$ cat src/rtl/serial_adder.sv
// Bit-serial, LSB-first adder. Two half adders plus an OR form the full adder,
// and a carry flip-flop closes the loop. Start/busy/done handshake toward the sequencer.
module serial_adder #(
    parameter int W = 4
) (
    input  logic         i_clk,
    input  logic         i_rst_n,
    input  logic         i_start,
    input  logic [W-1:0] i_a,
    input  logic [W-1:0] i_b,
    output logic         o_busy,
    output logic         o_done,
    output logic [W-1:0] o_sum,
    output logic         o_carry
);
    localparam int            CW   = (W > 1) ? $clog2(W) : 1;
    localparam logic [CW-1:0] LAST = CW'(W - 1);

    typedef enum logic [1:0] {
        IDLE,
        RUN,
        DONE
    } state_t;

    state_t        state;
    state_t        state_next;
    logic [W-1:0]  r_sa;
    logic [W-1:0]  r_sb;
    logic [W-1:0]  r_acc;
    logic [W-1:0]  acc_next;
    logic [CW-1:0] cnt;
    logic          carry_ff;
    logic          s1, c1, s2, c2;
    logic          carry_next;
    logic          last_bit;

    // Full adder built from the two half-adder sum/carry pairs.
    assign s1         = r_sa[0] ^ r_sb[0];
    assign c1         = r_sa[0] & r_sb[0];
    assign s2         = s1 ^ carry_ff;
    assign c2         = s1 & carry_ff;
    assign carry_next = c1 | c2;
    assign last_bit   = (cnt == LAST);

    // Result bit enters at the MSB, so after W shifts bit 0 has reached position 0.
    assign acc_next   = (r_acc >> 1) | (W'(s2) << (W - 1));

    assign o_busy = (state == RUN);
    assign o_done = (state == DONE);

    always_ff @(posedge i_clk or negedge i_rst_n) begin
        // NOTE: sequential state uses non-blocking assignments so every register
        // samples pre-edge values regardless of statement order.
        if (!i_rst_n) begin
            state <= IDLE;
        end else begin
            state <= state_next;
        end
    end

    always_comb begin
        // NOTE: default assigned first so no path through the case leaves
        // state_next unassigned and infers a latch.
        state_next = state;
        case (state)
            IDLE:    if (i_start) state_next = RUN;
            RUN:     if (last_bit) state_next = DONE;
            DONE:    state_next = IDLE;
            default: state_next = IDLE;
        endcase
    end

    always_ff @(posedge i_clk or negedge i_rst_n) begin
        if (!i_rst_n) begin
            r_sa     <= '0;
            r_sb     <= '0;
            r_acc    <= '0;
            cnt      <= '0;
            carry_ff <= 1'b0;
            o_sum    <= '0;
            o_carry  <= 1'b0;
        end else begin
            case (state)
                IDLE: begin
                    if (i_start) begin
                        r_sa     <= i_a;
                        r_sb     <= i_b;
                        r_acc    <= '0;
                        cnt      <= '0;
                        carry_ff <= 1'b0;
                    end
                end
                RUN: begin
                    r_sa     <= r_sa >> 1;
                    r_sb     <= r_sb >> 1;
                    r_acc    <= acc_next;
                    carry_ff <= carry_next;
                    cnt      <= cnt + CW'(1);
                    if (last_bit) begin
                        o_sum   <= acc_next;
                        o_carry <= carry_next;
                    end
                end
                default: begin
                end
            endcase
        end
    end

endmodule

$ cat config.mk
export PLATFORM = sky130hd
export DESIGN_NAME = serial_adder
export DESIGN_NICKNAME = d
export VERILOG_FILES = /design/src/rtl/serial_adder.sv
export SDC_FILE = /design/constraint.sdc
export NUM_CORES = 1
export LEC_CHECK = 0
export CAP_MARGIN = 10
export CELL_PAD_IN_SITES_DETAIL_PLACEMENT = 1
export CELL_PAD_IN_SITES_GLOBAL_PLACEMENT = 2
export CORE_MARGIN = 2
export CORE_UTILIZATION = 35
export DETAILED_ROUTE_END_ITERATION = 7
export PLACE_DENSITY = 0.78
export SETUP_SLACK_MARGIN = 0.15
export SLEW_MARGIN = 20
export SYNTH_ARGS = -nofsm -noshare
export SYNTH_HDL_FRONTEND = slang
export SYNTH_SLANG_ARGS = --single-unit
$ cat constraint.sdc
create_clock -name i_clk -period 2.5 [get_ports i_clk]
set_input_delay 0.5 -clock i_clk [delete_from_list [all_inputs] [get_ports i_clk]]
set_output_delay 0.5 -clock i_clk [all_outputs]
set_load 0.01 [all_outputs]
== Word-level counts from Yosys, hierarchy flattened ==
Index checks and enable logic that the tools add are counted.
Storage, ports and cells
  output and inout bits: 7
  register bits: 22
  bits of input ports: 11
  word-level logic and storage cells: 38
Operators by class
  muxes and demuxes: 13
  reduce and logical (&&, ||, !) cells: 5
  bitwise gates (word level): 6
  equal/unequal tests: 5
  add/sub/neg operators: 1
Operator list (number)
  4-bit one-hot mux with 2 select lines: 3
  4-bit 2-to-1 mux: 3
  2-bit one-hot mux with 2 select lines: 2
  2-bit 2-to-1 mux: 3
  2-bit AND reduction: 3
  2-bit == test, second input constant: 2
  3-bit by 4-bit OR with 4-bit output: 1
  2-bit by 1-bit adder with 2-bit output, second input constant: 1
  1-bit bitwise AND: 2
  2-bit by 1-bit == test with 1-bit output, second input constant: 1
  2-bit logical NOT: 1
  2-bit by 1-bit != test with 1-bit output, second input constant: 1
  2-bit != test, second input constant: 1
  1-bit one-hot mux with 2 select lines: 1
  2-bit nonzero test: 1
  1-bit bitwise XOR: 2
  1-bit 2-to-1 mux: 1
  1-bit OR: 1

== Longest topological paths before layout ==
Gate-level depths: netlist (run 1).
  depth in word-level cells: 4
  depth in mapped cells: 5

== Worst setup path before layout (run 1) ==
Ideal clock, no wire load.
  path kind: input -> register
  start point: in i_start
  end point: reg r_sb[2]
  buffers on the path: 1
  arrival: 1.205 ns
  path slack: 1.173 ns
  stages on the path: 3
  path through: buf_2 or4b_1 o221a_2
Between the ends
  longest elaborated chain between the ends: 2
Ends and longest elaborated chain
  from (decl): line 8  | input logic i_start,
  2-bit != test (no line)
  2-bit AND reduction (no line)
  to (signal assigned): line 87  | r_sb <= i_b;
  to (signal assigned): line 95  | r_sb <= r_sb >> 1;
  to (decl): line 28  | logic [W-1:0] r_sb;
No other way between the ends.
A chain may end at the register's enable or synchronous reset.

== Worst setup path after layout (run 1) ==
  start point: reg state[1]
  end point: out o_busy
Between the ends
  longest elaborated chain between the ends: 1
Ends and longest elaborated chain
  from (decl): line 25  | state_t state;
  from (signal assigned): line 57  | state <= state_next;
  2-bit by 1-bit == test with 1-bit output: line 48  | assign o_busy = (state == RUN);
  to (decl): line 11  | output logic o_busy,
No other way between the ends.

==> impl_metrics.csv, run 1 <==
group,metric,value,unit
status,status,"completed",
global_route,grt_pass1_wl,3370,um
logic_synthesis,seq_area_frac_synth,0.571,
sta,finalCriticalPeriod,2.17,ns
layout,fill_cells,274,
clock_network,cts_tree,"done",
sta,skew,0.00333,ns
logic_synthesis,netlist_area,921,um^2
die,die_area,3060,um^2
layout,layout_commonest_cell,"dfrtp_1",
worst_setup_path,critPathLaunchType,"flip-flop",
clock_network,postCtsHoldBufs,0,
pwr,power_density,1230,nW/um^2
logic_synthesis,synth.avg_cell_area,12.8,um^2
worst_setup_path,crit_path_top_delay_cell,"clkdlybuf4s50_1",
layout,drive_gt1_frac,0.152,
logic_synthesis,yosys_register_bits,21,
clock_network,clock_path_buffers,2,
drt,vias,651,
place,portBuffers,17,
worst_setup_path,max_stage_delay,0.53,ns
drt,finalWirelength,1890,um
pwr,power_switching,0.000512,W
layout,antennaDiodeCount,0,
sta,setup_viol,0,
logic_synthesis,yosysTopAreaCell,"dfrtp_1",
clock_network,cts_sinks,21,
worst_setup_path,critical_path_class,"reg2out",
layout,utilization,0.466,
drt,first_iter_violations,10,
clock_network,clock_latency,0.31,ns
pwr,combPwrFrac,0.439,
global_route,grt_pass1_vias,710,
global_route,grtUsageTotal,0.142,
sta,rsz0062_at_grt,"no",
layout,most-common-layout-cells,"dfrtp_1 (21), clkdlybuf4s50_1 (17), o22ai_1 (9)",
sta,tightest_slew,0.493,ns
global_route,grt_max_degree,22,
worst_setup_path,path_max_fanout,9,
die,die_x,55.3,um
die,coreArea,2480,um^2
layout,ff_latch_area,526,um^2
clock_network,cts-buffers-inserted,3,
worst_setup_path,path_cells,"nand2b_4, inv_6, clkdlybuf4s50_1",
sta,maxSlewViolCount,0,
logic_synthesis,synth.distinct_cells,23,
pwr,p_leak,0.520,nW
clock_network,clkTransAtPathRegs,0.12,ns
pwr,switching_share,0.361,
drt,wire_per_inst,15.5,um
min_path,hold_path_class,"in2async",
flow_run,max-cap-violations,0,
pwr,pwr-share-clk,0.120,
drt,viasPerCell,5.34,
sta,setup_tns,0,ns
clock_network,cts-htree-levels,1,
sta,period_share,0.870,
die,pin_count,18,
logic_synthesis,yosys_warnings,0,
clock_network,ctsResizeCount,0,
clock_network,cts-root-buf,"clkbuf_4",
layout,layout-area-overhead-vs-synth,25.3,%
sta,finalHoldViolCount,0,
worst_setup_path,cp-end-kind,"output port",
logic_synthesis,synth.area.top_cells,"dfrtp_1 (57%), mux2_4 (8.2%), o22ai_1 (6.1%)",
pwr,p_int,0.000906,W
die,initial_core_util,0.372,
die,rows,18,
drt,postRouteAntennaNets,0,
die,floorplan.die.height,55.3,um
logic_synthesis,synth_top_area_frac,0.571,
layout,fin_nets,106,
logic_synthesis,syn_inst,72,
pwr,ir_worst_vdd,0.541,mV
sta,max_freq,0.460,GHz
worst_setup_path,cp_top_family,"buffers and inverters",
pwr,p_seq_frac,0.441,
global_route,antenna_found_initial,0,
logic_synthesis,synth_nets,85,
worst_setup_path,required,2.00,ns
clock_network,post_cts_buffers,0,
worst_setup_path,arrival,1.67,ns
drt,route.detailed.drc,0,
global_route,grt_overflow,0,
sta,relSlewSlack,0.671,
drt,drt_pass1_iterations,3,
worst_setup_path,path_buf_inv,2,
layout,multi_input_area,365,um^2
place,gp_congestion,0.736,
==> final timing paths <==
path                       depth (start not counted)  slack (ns)      from        to
max                                                3        0.33  state[1]    o_busy
min                                                2        0.51   i_rst_n   r_sa[2]
max reg2reg                                        4        1.14  state[1]  o_sum[0]
min reg2reg                                        1        0.52    cnt[0]    cnt[0]
max in group asynchronous                          2        1.77   i_rst_n  r_acc[1]
min in group i_clk                                 1        0.52    cnt[0]    cnt[0]
==> cell usage after synthesis <==
cell / instances
a21oi_1: 5
a22o_1: 5
a2bb2oi_1: 1
a32o_1: 1
buf_2: 2
dfrtp_1: 21
fa_1: 1
ha_1: 1
inv_1: 3
inv_6: 1
mux2_4: 5
nand2_1: 2
nand2_4: 1
nand2b_1: 2
nand2b_4: 1
nor2_1: 3
nor2b_1: 1
o21ai_0: 3
o21bai_1: 1
o221a_2: 1
o22ai_1: 9
or2b_1: 1
or4b_1: 1
==> stage by stage <==
stage | power [W] | cell area (um^2) | worst slack, ns | instances | hold WS, ns
floorplan | 0.00104 | 921 | 1.17 | 72 | 0.204
global placement | 0.00125 | 1130 | 0.624 | 118 | 0.488
detailed placement | 0.00127 | 1130 | 0.622 | 118 | 0.495
CTS | 0.00144 | 1150 | 0.292 | 122 | 0.515
global route | 0.00153 | 1150 | 0.189 | 122 | 0.526
finish | 0.00142 | 1150 | 0.326 | 122 | 0.508
==> registers in the layout, indices dropped and copies added, names as in the netlist <==
| signal | count |
|---|---|
| carry_ff | 1 |
| cnt | 2 |
| o_carry | 1 |
| o_sum | 4 |
| r_acc | 3 |
| r_sa | 4 |
| r_sb | 4 |
| state | 2 |
==> power groups by stage <==
stage          logic [W]  clock network [W]  registers (W)
2_1_floorplan   0.000426                  0       0.000610
5_1_grt         0.000684           0.000190       0.000657
6_report        0.000623           0.000170       0.000626
3_5_place_dp    0.000632                  0       0.000638
4_1_cts         0.000635           0.000178       0.000630
3_3_place_gp    0.000621                  0       0.000629
==> metal layers <==
layer  vias up  wire length (um)  track usage
met5         -                 0            0
met4         0                40       0.0732
met3         5                43       0.0281
met2         7               902        0.223
met1       330               901        0.184
li1        309                 -            -
==> layout make-up <==
cell class | count | share of cell area
Clock buffer | 3 | 0.0195
Clock inverter | 1 | 0.00434
Inverter | 4 | 0.0174
Multi-Input combinational cell | 45 | 0.317
Sequential cell | 21 | 0.456
Tap cell | 30 | 0.0325
Timing Repair Buffer | 18 | 0.154
==> logic make-up (layout without fill, tap and decap cells) <==
| family | Yosys count | in the layout | share of synthesized area |
|---|---|---|---|
| fa+ha+maj | 2 | 2 | 0.0353 |
| compound gates | 26 | 26 | 0.193 |
| buf+inv | 6 | 26 | 0.0326 |
| simple gates | 12 | 12 | 0.0870 |
| mux | 5 | 5 | 0.0815 |
| flops | 21 | 21 | 0.571 |
(Power assumes the default switching activity.)
==> run 2, diff against run 1 <==
--- a/config.mk
+++ b/config.mk
@@ -9,9 +9,9 @@
 export CELL_PAD_IN_SITES_DETAIL_PLACEMENT = 1
 export CELL_PAD_IN_SITES_GLOBAL_PLACEMENT = 2
 export CORE_MARGIN = 2
-export CORE_UTILIZATION = 35
+export CORE_UTILIZATION = 33
 export DETAILED_ROUTE_END_ITERATION = 7
-export PLACE_DENSITY = 0.78
+export PLACE_DENSITY = 0.74
 export SETUP_SLACK_MARGIN = 0.15
 export SLEW_MARGIN = 20
 export SYNTH_ARGS = -nofsm -noshare
==> constraint.sdc (replaced) <==
create_clock -name i_clk -period 2.3 [get_ports i_clk]
set_input_delay 0.46 -clock i_clk [delete_from_list [all_inputs] [get_ports i_clk]]
set_output_delay 0.46 -clock i_clk [all_outputs]
set_load 0.01 [all_outputs]
==> run 2 against run 1 <==
Design area is 1.6% higher. Cell count is 2.5% higher. Critical path depth did not move. Non-clock buffer count up 2. Largest power group is now combinational logic. Highest routed layer unchanged.
==> impl_metrics.csv, run 2 (synthesis results as in run 1) <==
group,metric,value,unit
layout,drive_gt1_frac,0.191,
sta,maxSlewViolCount,0,
sta,rsz0062_at_grt,"no",
global_route,grt_max_degree,22,
sta,tightest_slew,0.318,ns
clock_network,clock_latency,0.31,ns
worst_setup_path,arrival,1.59,ns
worst_setup_path,critPathLaunchType,"flip-flop",
drt,wire_per_inst,15.5,um
sta,finalCriticalPeriod,2.05,ns
pwr,p_leak,0.528,nW
die,coreArea,2710,um^2
layout,final_cells,125,
place,placed_area,1130,um^2
pwr,p_seq_frac,0.435,
clock_network,cts-root-buf,"clkbuf_4",
place,gp_congestion,0.764,
drt,postRouteAntennaNets,0,
layout,most-common-layout-cells,"dfrtp_1 (19), clkdlybuf4s50_1 (17), o22ai_1 (9)",
worst_setup_path,required,1.84,ns
clock_network,cts-buffers-inserted,3,
place,dp_hpwl,1430,um
die,floorplan.die.height,56.8,um
pwr,p_int,0.00100,W
drt,first_iter_violations,14,
pwr,power_density,1330,nW/um^2
global_route,grt_overflow,0,
min_path,hold_path_class,"in2async",
worst_setup_path,critical_path_class,"reg2out",
clock_network,clkTransAtPathRegs,0.12,ns
drt,viasPerCell,5.06,
drt,drt_pass1_iterations,4,
global_route,grt_use_met2,0.216,
drt,finalWirelength,1940,um
clock_network,cts_sinks,21,
place,dp_cells,120,
sta,period_share,0.892,
global_route,use_met1,0.174,
sta,skew,0.00990,ns
worst_setup_path,ff2ff_setup_slack,0.98,ns
clock_network,cts-htree-levels,1,
pwr,combPwrFrac,0.451,
pwr,ir_worst_vdd,0.611,mV
place,portBuffers,17,
pwr,pwr-share-clk,0.114,
clock_network,postCtsHoldBufs,0,
die,pin_count,18,
pwr,total_power,0.00156,W
layout,final_cell_area,1170,um^2
layout,largestRegisters,"o_sum (4), r_sa (4), r_sb (4)",
drt,vias,633,
sta,setup_tns,0,ns
global_route,grt_pass1_wl,3290,um
layout,layout_commonest_cell,"dfrtp_1",
pwr,switching_share,0.356,
clock_network,cts_tree,"done",
worst_setup_path,path_max_fanout,7,
global_route,antenna_found_initial,0,
global_route,grt.busiest_layer,"met2",
layout,fin_nets,108,
global_route,grt_pass1_vias,693,
die,rows,19,
sta,relSlewSlack,0.788,
global_route,use_met3,0.0507,
worst_setup_path,cp-end-kind,"output port",
die,die_area,3230,um^2
global_route,grtUsageTotal,0.136,
sta,finalHoldViolCount,0,
flow_run,max-cap-violations,0,
die,initial_core_util,0.340,
status,status,"completed",
layout,layout-area-overhead-vs-synth,27.3,%
layout,antennaDiodeCount,0,
die,die_x,56.8,um
drt,route.detailed.drc,0,
pwr,power_switching,0.000554,W
clock_network,clock_path_buffers,2,
sta,max_freq,0.487,GHz
sta,setup_viol,0,
-- run 2: worst paths after layout --
| path | start | to | cells past startpoint |
|---|---|---|---|
| hold / removal | i_rst_n | o_sum[0] | 2 |
| min in group i_clk | state[1] | state[0] | 1 |
| setup / recovery | state[1] | o_busy | 3 |
| hold reg to reg | state[1] | state[0] | 1 |
| setup reg to reg | state[1] | r_sb[2] | 3 |
| max in group asynchronous | i_rst_n | state[0] | 2 |
-- run 2: area by class of cell --
| class | instances | area, um^2 |
|---|---|---|
| clock buffers | 3 | 22.5 |
| clock inverters | 1 | 5.00 |
| fillers | 301 | 1540 |
| inverters | 4 | 20.0 |
| multi-input cells | 45 | 365 |
| flip-flops and latches | 21 | 528 |
| well taps | 31 | 38.8 |
| repair buffers | 20 | 193 |
-- run 2: routing by layer --
layer / vias up / part of all wire
met5: - / 0
met4: 0 / 0.0098
met3: 2 / 0.041
met2: 13 / 0.48
met1: 309 / 0.47
li1: 309 / -
-- run 2: timing repair --
item	4_1_cts	5_1_grt
hold endpoints to repair	0	0
gates cloned	0	0
buffers inserted	0	1
pin swaps	0	0
resized for setup	1	1
endpoints found under the setup margin	1	1
-- run 2: power groups by stage --
stage / Sequential, W / Combinational (W) / Clock (W)
floorplan: 0.000663 / 0.000463 / 0
global placement: 0.000684 / 0.000690 / 0
detailed placement: 0.000691 / 0.000698 / 0
CTS: 0.000684 / 0.000704 / 0.000185
global route: 0.000707 / 0.000774 / 0.000201
finish: 0.000677 / 0.000702 / 0.000178
-- run 2: worst max-delay path: stages (launching register included) --
cell             delay (ns)
dfrtp_2                0.45
nand2b_4               0.20
inv_6                  0.10
clkdlybuf4s50_1        0.53
-- run 2: stage by stage --
step / setup WS (ns) / hold WS, ns / utilization
6_report: 0.248 / 0.476 / 0.433
5_1_grt: 0.196 / 0.485 / 0.433
4_1_cts: 0.177 / 0.485 / 0.429
3_5_place_dp: 0.463 / 0.497 / 0.419
3_3_place_gp: 0.488 / 0.485 / 0.419
2_1_floorplan: 1.01 / 0.164 / -
==> run 3, diff against run 2 <==
--- a/config.mk
+++ b/config.mk
@@ -9,9 +9,10 @@
 export CELL_PAD_IN_SITES_DETAIL_PLACEMENT = 1
 export CELL_PAD_IN_SITES_GLOBAL_PLACEMENT = 2
 export CORE_MARGIN = 2
-export CORE_UTILIZATION = 33
+export CORE_UTILIZATION = 35
+export CTS_BUF_LIST = sky130_fd_sc_hd__clkbuf_4
 export DETAILED_ROUTE_END_ITERATION = 7
-export PLACE_DENSITY = 0.74
+export PLACE_DENSITY = 0.78
 export SETUP_SLACK_MARGIN = 0.15
 export SLEW_MARGIN = 20
 export SYNTH_ARGS = -nofsm -noshare
==> run 3 against run 2 <==
Maximum frequency fell by 0.67%. Hold slack improved by 0.0048 ns. Via count grew 3.8%. Clock power hardly changed. Highest routed layer unchanged.
==> impl_metrics.csv, run 3 (synthesis results as in run 1) <==
group,metric,value,unit
global_route,grt_overflow,0,
status,status,"completed",
drt,wl_met1,925,um
layout,layout-area-overhead-vs-synth,26.4,%
die,pin_count,18,
clock_network,postCtsHoldBufs,0,
drt,wl_met3,34,um
sta,skew,0.0121,ns
clock_network,clock_latency,0.30,ns
global_route,grt_max_degree,22,
pwr,power_density,1330,nW/um^2
drt,finalWirelength,1910,um
place,portBuffers,17,
sta,period_share,0.898,
layout,multi_input_area,365,um^2
global_route,antenna_found_initial,0,
die,floorplan.die.height,55.3,um
layout,fin_nets,107,
sta,setup_tns,0,ns
clock_network,cts_tree,"done",
sta,tightest_slew,0.494,ns
worst_setup_path,path_max_fanout,8,
sta,rsz0062_at_grt,"no",
worst_setup_path,cp-end-kind,"output port",
drt,wire_per_inst,15.5,um
drt,postRouteAntennaNets,0,
drt,top_layer,"met4",
die,rows,18,
die,die_area,3060,um^2
worst_setup_path,ff2ff_path_depth,3,
clock_network,cts-htree-levels,1,
layout,antennaDiodeCount,0,
place,gp_congestion,0.736,
die,die_x,55.3,um
layout,utilization,0.470,
layout,ff_latch_area,528,um^2
pwr,p_leak,0.523,nW
drt,drt_pass1_iterations,2,
drt,routed-wl-met2,937,um
sta,finalCriticalPeriod,2.07,ns
clock_network,cts-root-buf,"clkbuf_4",
die,initial_core_util,0.372,
min_path,hold_path_class,"in2async",
worst_setup_path,critical_path_class,"reg2out",
clock_network,cts-buffers-inserted,3,
clock_network,cts_sinks,21,
sta,max_freq,0.484,GHz
drt,viasPerCell,5.34,
global_route,grtUsageTotal,0.136,
sta,maxSlewViolCount,0,
pwr,ir_worst_vdd,0.633,mV
worst_setup_path,arrival,1.61,ns
drt,first_iter_violations,2,
global_route,grt_pass1_vias,683,
flow_run,max-cap-violations,0,
die,coreArea,2480,um^2
layout,most-common-layout-cells,"dfrtp_1 (19), clkdlybuf4s50_1 (17), o22ai_1 (9)",
place,dp_hpwl,1390,um
layout,layout_commonest_cell,"dfrtp_1",
layout,fill_cells,276,
clock_network,clock_path_buffers,2,
clock_network,clkTransAtPathRegs,0.13,ns
sta,finalHoldViolCount,0,
drt,vias,657,
sta,relSlewSlack,0.670,
layout,largestRegisters,"o_sum (4), r_sa (4), r_sb (4)",
drt,route.detailed.drc,0,
worst_setup_path,required,1.84,ns
layout,drive_gt1_frac,0.183,
global_route,grt_pass1_wl,3270,um
sta,setup_viol,0,
worst_setup_path,critPathLaunchType,"flip-flop",
[run 3: cell types whose count changed in the layout (fill, tap and decap cells not counted)]
cell | previous run | this run
buf_4 | 3 | 2
[run 3: layout make-up]
cell class,instances,share of cell area
multi-input cells,45,0.314
repair buffers,19,0.159
clock buffers,3,0.0194
inverters,4,0.0172
clock inverters,1,0.00430
well taps,30,0.0323
flip-flops and latches,21,0.454
[run 3: power by group]
group / switching, W / total [W] / internal, W
Sequential: 0.000146 / 0.000687 / 0.000541
Combinational: 0.000298 / 0.000686 / 0.000388
Clock: 0.000112 / 0.000176 / 0.0000646
Total: 0.000556 / 0.00155 / 0.000993
[run 3: layer usage]
| metal | vias up | track usage |
|---|---|---|
| li1 | 309 | - |
| met1 | 342 | 0.187 |
| met2 | 4 | 0.214 |
| met3 | 2 | 0.0281 |
| met4 | 0 | 0.0418 |
| met5 | - | 0 |
[run 3: worst paths after layout]
| path | from | end | slack, ns |
|---|---|---|---|
| max | state[1] | o_busy | 0.23 |
| min | i_rst_n | r_sa[2] | 0.48 |
| max reg2reg | state[1] | r_sb[2] | 0.97 |
| min reg2reg | cnt[1] | cnt[1] | 0.53 |
| max in group asynchronous | i_rst_n | state[1] | 1.57 |
| min in group i_clk | cnt[1] | cnt[1] | 0.53 |
[run 3: what timing repair did]
action | in CTS | in global routing
resized for setup | 0 | 2
setup endpoints to repair | 0 | 2
endpoints found under the hold margin | 0 | 0
buffers inserted | 0 | 1
[run 3: through the flow]
step | area, um^2 | worst slack (ns) | instances | total power [W] | hold slack (ns)
finish | 1160 | 0.234 | 123 | 0.00155 | 0.481
global route | 1160 | 0.149 | 123 | 0.00167 | 0.492
CTS | 1150 | 0.171 | 122 | 0.00156 | 0.492
detailed placement | 1130 | 0.467 | 118 | 0.00138 | 0.495
global placement | 1130 | 0.464 | 118 | 0.00136 | 0.488
floorplan | 921 | 1.01 | 72 | 0.00113 | 0.164
[run 3: critical path, cell delays in order (launching register included)]
cell             delay (ns)
dfrtp_2                0.47
nand2b_4               0.21
inv_6                  0.10
clkdlybuf4s50_1        0.53
